==> config.mk <==
export PLATFORM = sky130hd
export DESIGN_NAME = pow_pipe_rr_sched
export DESIGN_NICKNAME = d
export VERILOG_FILES = /design/src/rtl/pow_sched_pkg.sv /design/src/rtl/pow_sched_rr_arb.sv /design/src/rtl/pow_pipe_rr_sched.sv
export SDC_FILE = /design/constraint.sdc
export NUM_CORES = 1
export LEC_CHECK = 0
export ABC_AREA = 1
export CAP_MARGIN = 25
export CORE_ASPECT_RATIO = 0.6
export CORE_MARGIN = 5
export CORE_UTILIZATION = 39
export CTS_BUF_LIST = sky130_fd_sc_hd__clkbuf_4 sky130_fd_sc_hd__clkbuf_8 sky130_fd_sc_hd__clkbuf_16
export CTS_CLUSTER_DIAMETER = 50
export DETAILED_ROUTE_END_ITERATION = 10
export GPL_TIMING_DRIVEN = 1
export PLACE_DENSITY_LB_ADDON = 0.1
export SYNTH_ARGS = -nofsm -noshare
export SYNTH_HDL_FRONTEND = slang
export SYNTH_SLANG_ARGS = --single-unit
==> constraint.sdc <==
create_clock -name clk -period 2.4 [get_ports clk]
set_clock_uncertainty 0.15 [all_clocks]
set_input_delay 0.36 -clock clk [delete_from_list [all_inputs] [get_ports clk]]
set_output_delay 0.36 -clock clk [all_outputs]
set_load 0.005 [all_outputs]
==> src/rtl/pow_sched_pkg.sv <==
// Shared types and helpers for the round-robin power-pipeline scheduler.
// Holds the default geometry, the in-flight tag layout and the round-robin pick function.
package pow_sched_pkg;

  localparam int DEF_W        = 8;
  localparam int DEF_N_STAGES = 4;
  localparam int DEF_N_REQ    = 4;
  localparam int DEF_ID_W     = 2;
  localparam int LAT          = DEF_N_STAGES + 1;

  // Upper bounds so one tag/pick layout serves every legal requester count.
  localparam int MAX_REQ  = 32;
  localparam int MAX_ID_W = 5;

  typedef struct packed {
    logic                vld;
    logic [MAX_ID_W-1:0] id;
  } tag_t;

  typedef struct packed {
    logic                found;
    logic [MAX_ID_W-1:0] idx;
  } rr_pick_t;

  // Scan ptr+1, ptr+2, ... cyclically over n_req entries; first active request wins.
  function automatic rr_pick_t rr_next(input logic [MAX_REQ-1:0]  req,
                                       input logic [MAX_ID_W-1:0] ptr,
                                       input int                  n_req);
    rr_pick_t pick;
    int       idx;
    pick = '0;
    idx  = 0;
    for (int k = 1; k <= MAX_REQ; k++) begin
      if (k <= n_req) begin
        idx = int'(ptr) + k;
        if (idx >= n_req) idx = idx - n_req;
        if (!pick.found && req[idx[MAX_ID_W-1:0]]) begin
          pick.found = 1'b1;
          pick.idx   = idx[MAX_ID_W-1:0];
        end
      end
    end
    return pick;
  endfunction

endpackage

==> src/rtl/pow_sched_rr_arb.sv <==
// Round-robin arbiter: one-hot grant plus granted index, pointer moves to the last winner.
module pow_sched_rr_arb
  import pow_sched_pkg::*;
#(
  parameter int N_REQ = DEF_N_REQ,
  parameter int ID_W  = DEF_ID_W
) (
  input  logic             clk,
  input  logic             rst,
  input  logic [N_REQ-1:0] req,
  input  logic             en,
  output logic [N_REQ-1:0] gnt,
  output logic [ID_W-1:0]  gnt_id
);

  logic [ID_W-1:0]    ptr;
  logic [MAX_REQ-1:0] req_ext;
  rr_pick_t           pick;
  logic               unused_idx_bits;

  assign req_ext         = MAX_REQ'(req);
  assign pick            = rr_next(req_ext, MAX_ID_W'(ptr), N_REQ);
  assign unused_idx_bits = ^pick.idx;

  always_comb begin
    gnt    = '0;
    gnt_id = '0;
    if (en && pick.found) begin
      gnt_id                  = pick.idx[ID_W-1:0];
      gnt[pick.idx[ID_W-1:0]] = 1'b1;
    end
  end

  // Pointer starts at the last requester so requester 0 has first priority out of reset.
  always_ff @(posedge clk or posedge rst) begin
    if (rst) begin
      ptr <= ID_W'(N_REQ - 1);
    end else if (en && pick.found) begin
      ptr <= pick.idx[ID_W-1:0];
    end
  end

endmodule

==> src/rtl/pow_pipe_rr_sched.sv <==
// Round-robin scheduler in front of an external n^(N_STAGES+1) pipeline, with tag tracking and a response register.
// Optional POW_SCHED_ERR_EN adds pipe_res_vld/err to flag pipeline-valid vs tag-valid disagreement.
module pow_pipe_rr_sched
  import pow_sched_pkg::*;
#(
  parameter int W        = DEF_W,
  parameter int N_STAGES = DEF_N_STAGES,
  parameter int N_REQ    = DEF_N_REQ,
  parameter int ID_W     = $clog2(N_REQ)
) (
  input  logic               clk,
  input  logic               rst,
  input  logic [N_REQ-1:0]   req_vld,
  input  logic [N_REQ*W-1:0] req_data,
  output logic [N_REQ-1:0]   req_rdy,
  input  logic               hold,
  output logic               rsp_vld,
  output logic [ID_W-1:0]    rsp_id,
  output logic [W-1:0]       rsp_data,
  input  logic               rsp_rdy,
  output logic               idle,
  output logic               pipe_clk_en,
  output logic               pipe_n_vld,
  output logic [W-1:0]       pipe_n,
  input  logic [W-1:0]       pipe_res
`ifdef POW_SCHED_ERR_EN
  ,
  input  logic               pipe_res_vld,
  output logic               err
`endif
);

  localparam int PIPE_LAT = N_STAGES + 1;

  logic            adv;
  logic            issue_en;
  logic            any_gnt;
  logic            any_tag;
  logic [ID_W-1:0] gnt_id;
  tag_t            tags [PIPE_LAT];
  tag_t            tag_out;
  logic            unused_tag_bits;

  // A stalled output register freezes the whole pipeline, so nothing may issue either.
  assign adv         = !rsp_vld || rsp_rdy;
  assign pipe_clk_en = adv;
  assign issue_en    = adv && !hold && !rst;

  pow_sched_rr_arb #(
    .N_REQ (N_REQ),
    .ID_W  (ID_W)
  ) u_arb (
    .clk    (clk),
    .rst    (rst),
    .req    (req_vld),
    .en     (issue_en),
    .gnt    (req_rdy),
    .gnt_id (gnt_id)
  );

  assign any_gnt    = |req_rdy;
  assign pipe_n_vld = any_gnt;
  assign pipe_n     = any_gnt ? req_data[int'(gnt_id)*W +: W] : '0;

  // Tags shift in lockstep with the enabled pipeline; the last entry lines up with pipe_res.
  always_ff @(posedge clk or posedge rst) begin
    if (rst) begin
      for (int i = 0; i < PIPE_LAT; i++) tags[i] <= '0;
    end else if (adv) begin
      tags[0].vld <= any_gnt;
      tags[0].id  <= MAX_ID_W'(gnt_id);
      for (int i = 1; i < PIPE_LAT; i++) tags[i] <= tags[i-1];
    end
  end

  assign tag_out         = tags[PIPE_LAT-1];
  assign unused_tag_bits = ^tag_out.id;

  always_ff @(posedge clk or posedge rst) begin
    if (rst) begin
      rsp_vld  <= 1'b0;
      rsp_id   <= '0;
      rsp_data <= '0;
    end else if (adv) begin
      rsp_vld <= tag_out.vld;
      if (tag_out.vld) begin
        rsp_id   <= tag_out.id[ID_W-1:0];
        rsp_data <= pipe_res;
      end
    end
  end

  always_comb begin
    any_tag = 1'b0;
    for (int i = 0; i < PIPE_LAT; i++) any_tag = any_tag | tags[i].vld;
  end

  assign idle = !rsp_vld && !any_tag;

`ifdef POW_SCHED_ERR_EN
  always_ff @(posedge clk or posedge rst) begin
    if (rst) begin
      err <= 1'b0;
    end else if (adv && (pipe_res_vld != tag_out.vld)) begin
      err <= 1'b1;
    end
  end
`endif

endmodule
==> results.json, run 1 <==
{
  "timing_max_transition_violations_final": 0,
  "setup-violations-final": 13,
  "finalCoreUtilization": 0.704,
  "total_die_area_um2": 6070,
  "fin_crit_sh": 1.27,
  "cellLeakagePower_nw": 1.57,
  "syn_area_per_cell_um2": 7.49,
  "setup_ws_ns": -0.646,
  "hold_violations": 0,
  "remaining_drc_errors": 0,
  "floorplan.initialDensity": 0.397,
  "synth.ff_latch_count": 28,
  "nNetsFinal": 417,
  "synth.top_cell.area_share": 0.365,
  "post_drt_via_cell_ratio": 4.57,
  "fraction_of_final_layout_cells_with_drive_strength_greater_than_1": 0.342,
  "drt-initial-drc-count": 65,
  "cts_root_buffer": "sky130_fd_sc_hd__clkbuf_8",
  "crit_chain": "inv_4 -> ha_4 -> inv_4 -> nand3_2 -> nand3_4 -> nand4_1 -> nand2_4 -> nand3_4 -> buf_6 -> buf_4 -> nand2_1 -> nand2_1 -> nand2_1 -> nand2_1 -> buf_2",
  "timing.critical_path.slowest_cell_delay_ns": 0.56,
  "syn_nets": 291,
  "drtPass1Iterations": 4,
  "synthTopCellsByArea": "sky130_fd_sc_hd__dfrtp_1 36%, sky130_fd_sc_hd__nand2_1 20%, sky130_fd_sc_hd__mux2_2 6.3%",
  "crit_slowest_cell": "sky130_fd_sc_hd__dfstp_2",
  "critical_path.max_fanout": 7,
  "initial_antenna_violation_count": 0,
  "avgRoutedWirePerCell_um": 12.6,
  "mappedNetlistArea_um2": 1780,
  "first_global_vias": 1882,
  "cts.clk_slew.worst_paths_ns": 0.09,
  "clk_path_buf_depth": 2,
  "busiest_layer": "met2",
  "synth_cells": 238,
  "timing.critical_path.required_ns": 1.89,
  "timing.slew.headroom": 0.762,
  "synth_top_area_cell": "sky130_fd_sc_hd__dfrtp_1",
  "cts_tree": "done",
  "worstSkewPairLatency_ns": 0.28,
  "gr_met2_demand_resource": 0.286,
  "globalRouteTotalUtil": 0.174,
  "antenna_cells": 0,
  "critPathKind": "flip-flop to primary output",
  "chipWidth_um": 97.3,
  "place_worst_setup_slack_ns": -0.732,
  "holdCritPathClass": "primary input to async pin",
  "synth.distinct_cells": 24,
  "hold-worst-slack_ns": 0.320,
  "detailroute.via_count": 1945,
  "yosys_warnings": 0,
  "cp.buffers_inverters": 5,
  "global_route.usage.met1": 0.227,
  "final.fill_count": 340,
  "cts_hold_repair.buffers": 0,
  "seq_area_frac_synth": 0.394,
  "io_buffer_count": 73,
  "violated_checks": "setup timing",
  "wire_length_of_the_first_global_routing_pass_mm": 8.81,
  "layout_min_cycle_time_ns": 3.05,
  "grt_max_degree": 29,
  "max_cap_viol_count": 0,
  "finalWeightedCongestion": 0.886,
  "max_clock_freq_mhz": 328,
  "timing.critical_path.to_type": "primary output",
  "critical_path_arrival_ns": 2.54,
  "global_route_overflow": 0,
  "dieHeight_um": 62.4,
  "grt_use_met3": 0.0580,
  "ir_worst_vdd_mv": 0.661,
  "placeableCoreArea_um2": 4490,
  "clock_tree.htree_level_count": 1,
  "number_of_cts_inserted_buffers": 3,
  "io-pin-count": 74,
  "cts_num_sinks": 28,
  "fp-row-count": 19,
  "drt.antenna.violating_nets": 0,
  "drt_wl_total_mm": 5.38,
  "cp_top_delay_family": "simple AND/OR/NAND/NOR gates",
  "outcome": "finished with violations",
  "grt_setup_unrepaired": "yes",
  "max_slew.worst_pin.slew_ns": 0.357,
  "detailedPlacementHpwl_mm": 3.62,
  "crit_path_start_kind": "flip-flop",
  "area_delta_synth_final_pct": 77.5,
  "power-per-cell-area_nw_per_um2": 1370,
  "critPathMostFrequentCell": "sky130_fd_sc_hd__nand2_1"
}
## final cells by class
cell class	count	area (um^2)	area share
flip-flops and latches	28	703	0.222
repair buffers	124	1100	0.349
multi-input cells	179	1090	0.343
clock inverters	1	30.0	0.00949
inverters	28	120	0.0380
well taps	63	78.8	0.0249
clock buffers	3	41.3	0.0130
## tightest hold or removal path, stage by stage
cell	delay (ns)
sky130_fd_sc_hd__clkdlybuf4s50_1	0.42
sky130_fd_sc_hd__inv_1	0.06
sky130_fd_sc_hd__buf_4	0.33
## metrics by stage
stage / instance area, um^2 / cells / power [mW] / setup TNS (ns)
2_1_floorplan: 1810 / 238 / 2.11 / -0.439
3_3_place_gp: 2780 / 395 / 3.16 / -7.99
3_5_place_dp: 2780 / 395 / 3.19 / -8.20
4_1_cts: 3110 / 424 / 4.10 / -6.55
5_1_grt: 3160 / 426 / 4.69 / -8.67
6_report: 3160 / 426 / 4.35 / -6.87
## registers in the layout, indices dropped and copies added, names as in the netlist
signal     flops
rsp_id         2
tag_out        3
u_arb.ptr      2
tags          12
rsp_data       8
rsp_vld        1
## layout by cell type (no fill, tap or decap)
cell,count
sky130_fd_sc_hd__a21oi_2,1
sky130_fd_sc_hd__buf_2,11
sky130_fd_sc_hd__buf_4,37
sky130_fd_sc_hd__buf_6,14
sky130_fd_sc_hd__bufinv_16,1
sky130_fd_sc_hd__clkbuf_2,1
sky130_fd_sc_hd__clkbuf_8,3
sky130_fd_sc_hd__clkdlybuf4s50_1,60
sky130_fd_sc_hd__dfrtp_1,26
sky130_fd_sc_hd__dfstp_2,2
sky130_fd_sc_hd__dlygate4sd2_1,1
sky130_fd_sc_hd__ha_1,4
sky130_fd_sc_hd__ha_4,1
sky130_fd_sc_hd__inv_1,21
sky130_fd_sc_hd__inv_2,2
sky130_fd_sc_hd__inv_4,4
sky130_fd_sc_hd__inv_6,1
sky130_fd_sc_hd__mux2_2,10
sky130_fd_sc_hd__nand2_1,84
sky130_fd_sc_hd__nand2_2,10
sky130_fd_sc_hd__nand2_4,3
sky130_fd_sc_hd__nand3_1,10
sky130_fd_sc_hd__nand3_2,5
sky130_fd_sc_hd__nand3_4,6
sky130_fd_sc_hd__nand4_1,7
sky130_fd_sc_hd__nor2_1,12
sky130_fd_sc_hd__nor2_2,6
sky130_fd_sc_hd__nor2_4,5
sky130_fd_sc_hd__nor2_8,1
sky130_fd_sc_hd__nor3_1,2
sky130_fd_sc_hd__o21ai_0,11
sky130_fd_sc_hd__o21ai_1,1
## report_power, final
group	leakage (nW)	internal, mW	switching (mW)
sequential	0.355	0.683	0.101
combinational	1.18	1.62	1.57
clock	0.0357	0.223	0.145
## kinds of logic (layout without fill, tap and decap cells)
logic type	after synthesis	after routing	synth area share
AO/OA/AOI/OAI	13	13	0.0365
flip-flops	28	28	0.394
multiplexers	10	10	0.0632
adder cells (fa/ha/maj)	5	5	0.0351
buffers and inverters	33	156	0.0800
AND/OR/NAND/NOR	149	151	0.391
## cell usage after synthesis (all sizes together)
cell	number
a21oi	1
nor3	2
inv	28
dfrtp	26
nand3	19
buf	3
clkbuf	2
dfstp	2
nand2	97
ha	5
nor2	24
mux2	10
o21ai	12
nand4	7
## final timing paths
check | from | to | slack (ns) | cells after the start
min in group clk | tags[7]$_DFFE_PP0N_ | tag_out[1]$_DFFE_PP0N_ | 0.33 | 2
worst min register to register | tags[7]$_DFFE_PP0N_ | tag_out[1]$_DFFE_PP0N_ | 0.33 | 2
worst min-delay path | rst | tag_out[0]$_DFFE_PP0N_ | 0.32 | 3
max in group asynchronous | rst | u_arb.ptr[0]$_DFFE_PP1P_ | 1.47 | 3
worst max register to register | u_arb.ptr[1]$_DFFE_PP1P_ | tags[25]$_DFFE_PP0N_ | 0.11 | 15
worst max-delay path | u_arb.ptr[0]$_DFFE_PP1P_ | pipe_n[2] | -0.65 | 15
## layer usage
layer	part of all wire	routed length, um	up-vias
met5	0	0	-
li1	-	-	998
met3	0.078	420	9
met2	0.45	2400	70
met1	0.46	2490	868
met4	0.012	65	0
## what timing repair did
item / in CTS / in global routing
resized for setup: 79 / 16
setup buffers: 24 / 2
setup endpoints to repair: 13 / 15
gates cloned: 2 / 0
pin swaps: 28 / 8
Power figures use the tool's default switching activity.
==> run 2: changes to the inputs <==
--- a/config.mk
+++ b/config.mk
@@ -9,7 +9,7 @@
 export CAP_MARGIN = 25
 export CORE_ASPECT_RATIO = 0.6
 export CORE_MARGIN = 5
-export CORE_UTILIZATION = 39
+export CORE_UTILIZATION = 43
 export CTS_BUF_LIST = sky130_fd_sc_hd__clkbuf_4 sky130_fd_sc_hd__clkbuf_8 sky130_fd_sc_hd__clkbuf_16
 export CTS_CLUSTER_DIAMETER = 50
 export DETAILED_ROUTE_END_ITERATION = 10
==> constraint.sdc (replaced) <==
create_clock -name clk -period 3.4 [get_ports clk]
set_clock_uncertainty 0.15 [all_clocks]
set_input_delay 0.51 -clock clk [delete_from_list [all_inputs] [get_ports clk]]
set_output_delay 0.51 -clock clk [all_outputs]
set_load 0.005 [all_outputs]
==> run 2 against run 1 <==
Against the previous run:
- the run now ends clean
- sequential share of layout area rose by 2.3 points
- highest routed layer unchanged
- clock power down 46%
- critical endpoint is now pipe_n[1]
- design area is 9.3% lower
- register-to-register slack improved by 1.1 ns
- largest cell class is now multi-input gates
- largest power group unchanged
==> results.json, run 2 (synthesized netlist as in run 1, its figures left out) <==
{
  "final-instance-count-excl-fill": 385,
  "area_delta_synth_final_pct": 61.0,
  "timing.slew.headroom": 0.709,
  "ir_worst_vdd_mv": 0.365,
  "drtPass1Iterations": 4,
  "largest_reg_flops": 12,
  "power-per-cell-area_nw_per_um2": 842,
  "dpl.cell_count": 374,
  "total_power_mw": 2.42,
  "grt_max_degree": 28,
  "chipWidth_um": 93.1,
  "cts.clk_slew.worst_paths_ns": 0.09,
  "initial_antenna_violation_count": 0,
  "fraction_of_final_layout_cells_with_drive_strength_greater_than_1": 0.224,
  "fin_crit_sh": 0.956,
  "crit_slowest_cell": "sky130_fd_sc_hd__dfstp_2",
  "drt_wl_total_mm": 4.57,
  "floorplan.initialDensity": 0.440,
  "clock_tree.htree_level_count": 1,
  "cellLeakagePower_nw": 1.46,
  "layout.cells.most_common": "sky130_fd_sc_hd__nand2_1",
  "timing.critical_path.to_type": "primary output",
  "timing_max_transition_violations_final": 0,
  "critical_path_arrival_ns": 2.59,
  "io-pin-count": 74,
  "drt-initial-drc-count": 81,
  "max_slew.worst_pin.slew_ns": 0.436,
  "cts_root_buffer": "sky130_fd_sc_hd__clkbuf_8",
  "drt.antenna.violating_nets": 0,
  "finalWeightedCongestion": 0.858,
  "max_cap_viol_count": 0,
  "number_of_cts_inserted_buffers": 3,
  "antenna_cells": 0,
  "grt_setup_unrepaired": "yes",
  "io_buffer_count": 73,
  "global_route_overflow": 0,
  "max_flop_register": "tags",
  "crit_chain": "inv_4 -> buf_6 -> ha_2 -> nor2_2 -> nand3_1 -> nand2_2 -> inv_2 -> nand3_2 -> nor2_4 -> nor2_8 -> nand3_4 -> buf_12 -> nand2_1 -> nand2_1 -> nor2_1 -> nor2_2 -> dlygate4sd2_1",
  "avgRoutedWirePerCell_um": 11.9,
  "outcome": "finished, final reports clean",
  "cts_tree": "done",
  "nNetsFinal": 389,
  "timing.critical_path.slowest_cell_delay_ns": 0.56,
  "wire_length_of_the_first_global_routing_pass_mm": 7.46,
  "total_die_area_um2": 5580,
  "hold_violations": 0,
  "fp-row-count": 18,
  "most-common-layout-cells": "92 x sky130_fd_sc_hd__nand2_1, 61 x sky130_fd_sc_hd__clkdlybuf4s50_1, 26 x sky130_fd_sc_hd__dfrtp_1",
  "first_global_vias": 1685,
  "cts_hold_repair.buffers": 0,
  "cp_top_delay_family": "simple AND/OR/NAND/NOR gates",
  "cts_num_sinks": 28,
  "dieHeight_um": 59.9,
  "worstSkewPairLatency_ns": 0.27,
  "critical_path.max_fanout": 8,
  "globalRouteTotalUtil": 0.167,
  "detailroute.via_count": 1766,
  "critPathKind": "flip-flop to primary output",
  "placeableCoreArea_um2": 4050,
  "post_drt_via_cell_ratio": 4.59,
  "holdCritPathClass": "flip-flop to flip-flop",
  "layout_min_cycle_time_ns": 3.25,
  "max_clock_freq_mhz": 308,
  "timing.critical_path.required_ns": 2.74,
  "crit_path_start_kind": "flip-flop",
  "remaining_drc_errors": 0,
  "clk_path_buf_depth": 2,
  "setup-violations-final": 0,
  "detailedPlacementHpwl_mm": 3.60,
  "cp.buffers_inverters": 5
}
[run 2: power by group]
part           leakage, nW  switching (mW)  internal (mW)
clock network       0.0288          0.0948          0.104
registers            0.355          0.0690          0.482
logic                 1.08           0.846          0.821
total                 1.46            1.01           1.41
[run 2: layout make-up]
class                           instances  area (um^2)
Inverter                               28          110
Sequential cell                        28          703
Clock buffer                            4         55.1
Fill cell                             339         1180
Multi-Input combinational cell        177          982
Tap cell                               50         62.6
Timing Repair Buffer                   98          957
[run 2: worst reg2reg max path, delay by kind of cell, from the launching register on]
family                   cells  cell delay [ns]
AO/OA/AOI/OAI                1             0.07
AND/OR/NAND/NOR              7             0.65
adder cells (fa/ha/maj)      1             0.18
flip-flops                   1             0.56
buffers and inverters        5             0.53
[run 2: stage by stage]
stage / worst slack [ns] / hold slack (ns) / area (um^2) / utilization / TNS [ns]
2_1_floorplan: 0.627 / 0.292 / 1780 / - / 0
6_report: 0.150 / 0.338 / 2870 / 0.708 / 0
3_5_place_dp: 0.00776 / 0.310 / 2690 / 0.663 / 0
4_1_cts: 0.0416 / 0.332 / 2770 / 0.684 / 0
5_1_grt: -0.0517 / 0.364 / 2870 / 0.708 / -0.0784
3_3_place_gp: -0.00759 / 0.300 / 2690 / 0.663 / -0.00759
[run 2: path summary, 6_finish.rpt]
| path | slack [ns] | cells past startpoint | startpoint | endpoint |
|---|---|---|---|---|
| setup / recovery | 0.15 | 17 | u_arb.ptr[0]$_DFFE_PP1P_ | pipe_n[1] |
| hold / removal | 0.34 | 2 | tags[13]$_DFFE_PP0N_ | tags[7]$_DFFE_PP0N_ |
| setup reg to reg | 1.18 | 14 | u_arb.ptr[0]$_DFFE_PP1P_ | u_arb.ptr[0]$_DFFE_PP1P_ |
| hold reg to reg | 0.34 | 2 | tags[13]$_DFFE_PP0N_ | tags[7]$_DFFE_PP0N_ |
| max in group asynchronous | 2.06 | 4 | rst | u_arb.ptr[1]$_DFFE_PP1P_ |
| min in group asynchronous | 0.41 | 2 | rst | rsp_data[2]$_DFFE_PP0P_ |
[run 2: per-layer routing]
layer,global-route usage,part of all wire
met1,0.238,0.51
met2,0.258,0.41
met3,0.0553,0.076
met4,0.0188,0.0024
met5,0,0
[run 2: what timing repair did]
item / in CTS / in global routing
pin swaps: 4 / 3
endpoints found under the hold margin: 0 / 0
cloned: 0 / 1
endpoints found under the setup margin: 12 / 10
setup buffers: 1 / 4
resized for setup: 18 / 17
==> run 3: changes to the inputs <==
--- a/config.mk
+++ b/config.mk
@@ -10,7 +10,7 @@
 export CORE_ASPECT_RATIO = 0.6
 export CORE_MARGIN = 5
 export CORE_UTILIZATION = 43
-export CTS_BUF_LIST = sky130_fd_sc_hd__clkbuf_4 sky130_fd_sc_hd__clkbuf_8 sky130_fd_sc_hd__clkbuf_16
+export CTS_BUF_LIST = sky130_fd_sc_hd__clkbuf_16
 export CTS_CLUSTER_DIAMETER = 50
 export DETAILED_ROUTE_END_ITERATION = 10
 export GPL_TIMING_DRIVEN = 1
==> run 3 against run 2 <==
Against the previous run:
- first-iteration DRC count is 25% lower
- combinational power hardly changed
- register-to-register slack hardly changed
- worst hold slack worse by 0.0085 ns
- core utilization is 0.22 points higher
- count of clock-buffer cells in the layout is 1 lower
- sequential power hardly changed
- maximum frequency hardly changed
==> results.json, run 3 (synthesized netlist as in run 1, its figures left out) <==
{
  "max_flop_register": "tags",
  "cp.buffers_inverters": 5,
  "final.fill_count": 336,
  "power-per-cell-area_nw_per_um2": 852,
  "critical_path_arrival_ns": 2.59,
  "critPathKind": "flip-flop to primary output",
  "timing.critical_path.to_type": "primary output",
  "cellLeakagePower_nw": 1.48,
  "cts_tree": "done",
  "nNetsFinal": 386,
  "detailroute.via_count": 1787,
  "area_delta_synth_final_pct": 61.5,
  "fin_crit_sh": 0.957,
  "globalRouteTotalUtil": 0.166,
  "holdCritPathClass": "flip-flop to flip-flop",
  "initial_antenna_violation_count": 0,
  "drt-initial-drc-count": 61,
  "totalNegativeSetupSlack_ns": 0,
  "crit_chain": "inv_4 -> buf_6 -> ha_2 -> nor2_2 -> nand3_1 -> nand2_2 -> inv_2 -> nand3_2 -> nor2_4 -> nor2_8 -> nand3_4 -> buf_4 -> nand2_1 -> nand2_1 -> nor2_1 -> nor2_1 -> dlygate4sd2_1",
  "drt_wl_total_mm": 4.50,
  "layout.cells.most_common": "sky130_fd_sc_hd__nand2_1",
  "fraction_of_final_layout_cells_with_drive_strength_greater_than_1": 0.211,
  "timing.slew.headroom": 0.709,
  "clock_tree.htree_level_count": 1,
  "post_drt_via_cell_ratio": 4.68,
  "wire_length_of_the_first_global_routing_pass_mm": 7.45,
  "cts.clk_slew.worst_paths_ns": 0.06,
  "total_power_mw": 2.45,
  "timing.critical_path.required_ns": 2.74,
  "worstSkewPairLatency_ns": 0.26,
  "first_global_vias": 1691,
  "avgRoutedWirePerCell_um": 11.8,
  "cts_root_buffer": "sky130_fd_sc_hd__clkbuf_16",
  "remaining_drc_errors": 0,
  "antenna_cells": 0,
  "place_worst_setup_slack_ns": 0.00776,
  "chipWidth_um": 93.1,
  "placeableCoreArea_um2": 4050,
  "outcome": "finished, final reports clean",
  "number_of_cts_inserted_buffers": 3,
  "finalWeightedCongestion": 0.858,
  "setup_ws_ns": 0.148,
  "total_die_area_um2": 5580,
  "largest_reg_flops": 12,
  "layout_min_cycle_time_ns": 3.25,
  "io-pin-count": 74,
  "io_buffer_count": 73,
  "cp_top_delay_family": "simple AND/OR/NAND/NOR gates",
  "critical_path.max_fanout": 8,
  "final-seq-area_um2": 703,
  "timing_max_transition_violations_final": 0,
  "crit_path_start_kind": "flip-flop",
  "cts_num_sinks": 28,
  "grt_max_degree": 28,
  "fp-row-count": 18,
  "max_clock_freq_mhz": 307,
  "timing.critical_path.slowest_cell_delay_ns": 0.55,
  "max_cap_viol_count": 0,
  "global_route_overflow": 0,
  "detailedPlacementHpwl_mm": 3.60,
  "max_slew.worst_pin.slew_ns": 0.435,
  "drt.antenna.violating_nets": 0,
  "crit_slowest_cell": "sky130_fd_sc_hd__dfstp_2",
  "hold_violations": 0,
  "clk_path_buf_depth": 2,
  "drtPass1Iterations": 4,
  "most-common-layout-cells": "91 x sky130_fd_sc_hd__nand2_1, 61 x sky130_fd_sc_hd__clkdlybuf4s50_1, 26 x sky130_fd_sc_hd__dfrtp_1",
  "ir_worst_vdd_mv": 0.353,
  "setup-violations-final": 0,
  "area_of_the_multi_input_gates_um2": 980,
  "floorplan.initialDensity": 0.440,
  "dieHeight_um": 59.9
}
==> run 3: cell count changes in the layout (fill, tap and decap cells not counted), sizes merged <==
cell           before  now
buf                24   21
clkbuf              8    7
clkdlybuf4s15       0    2
clkinv              0    1
dlygate4sd2         7    3
dlymetal6s2s        2    4
==> run 3: path summary, 6_finish.rpt <==
kind / from / end / slack [ns] / cells after the start
setup reg to reg: u_arb.ptr[0]$_DFFE_PP1P_ / u_arb.ptr[1]$_DFFE_PP1P_ / 1.18 / 14
min in group asynchronous: rst / rsp_data[5]$_DFFE_PP0P_ / 0.41 / 2
hold / removal: tags[13]$_DFFE_PP0N_ / tags[7]$_DFFE_PP0N_ / 0.33 / 2
setup / recovery: u_arb.ptr[0]$_DFFE_PP1P_ / pipe_n[0] / 0.15 / 17
max in group asynchronous: rst / u_arb.ptr[0]$_DFFE_PP1P_ / 2.07 / 4
hold reg to reg: tags[13]$_DFFE_PP0N_ / tags[7]$_DFFE_PP0N_ / 0.33 / 2
==> run 3: through the flow <==
step	util	hold WS (ns)	cell area (um^2)	cells
after CTS	0.690	0.326	2800	379
after detailed placement	0.663	0.310	2690	374
final	0.710	0.329	2880	382
after floorplan	-	0.292	1780	238
after global placement	0.663	0.300	2690	374
after global routing	0.710	0.357	2880	382
==> run 3: layer usage <==
metal  track usage  wire length (um)  vias to the layer above
met4        0.0125                 4                        0
met2         0.259              1840                       52
met5             0                 0                        -
met1         0.237              2320                      793
met3        0.0516               330                        2
li1              -                 -                      940
==> run 3: where the power goes <==
group / internal, mW / switching (mW) / leakage, nW / total, mW
logic: 0.804 / 0.839 / 1.09 / 1.64
registers: 0.483 / 0.0679 / 0.355 / 0.551
clock network: 0.157 / 0.100 / 0.0385 / 0.257
==> run 3: worst reg2reg max path: cells and delay by family, from the launching register on <==
family | cells | cell delay [ns]
fa+ha+maj | 1 | 0.18
simple gates | 7 | 0.61
compound gates | 1 | 0.07
buf+inv | 5 | 0.57
flops | 1 | 0.55
==> run 3: what timing repair did <==
action / CTS / global route
cloned: 0 / 1
hold buffers: 0 / 0
setup endpoints to repair: 11 / 12
pin swaps: 4 / 2
gates resized for setup: 16 / 20
setup buffers: 1 / 1
==> run 3: area by class of cell <==
type                       instances  area share
sequential                        28       0.244
clock buffer                       3      0.0261
tap                               50      0.0217
multi-input combinational        177       0.340
timing repair buffer              95       0.328
inverter                          28      0.0382
clock inverter                     1     0.00130
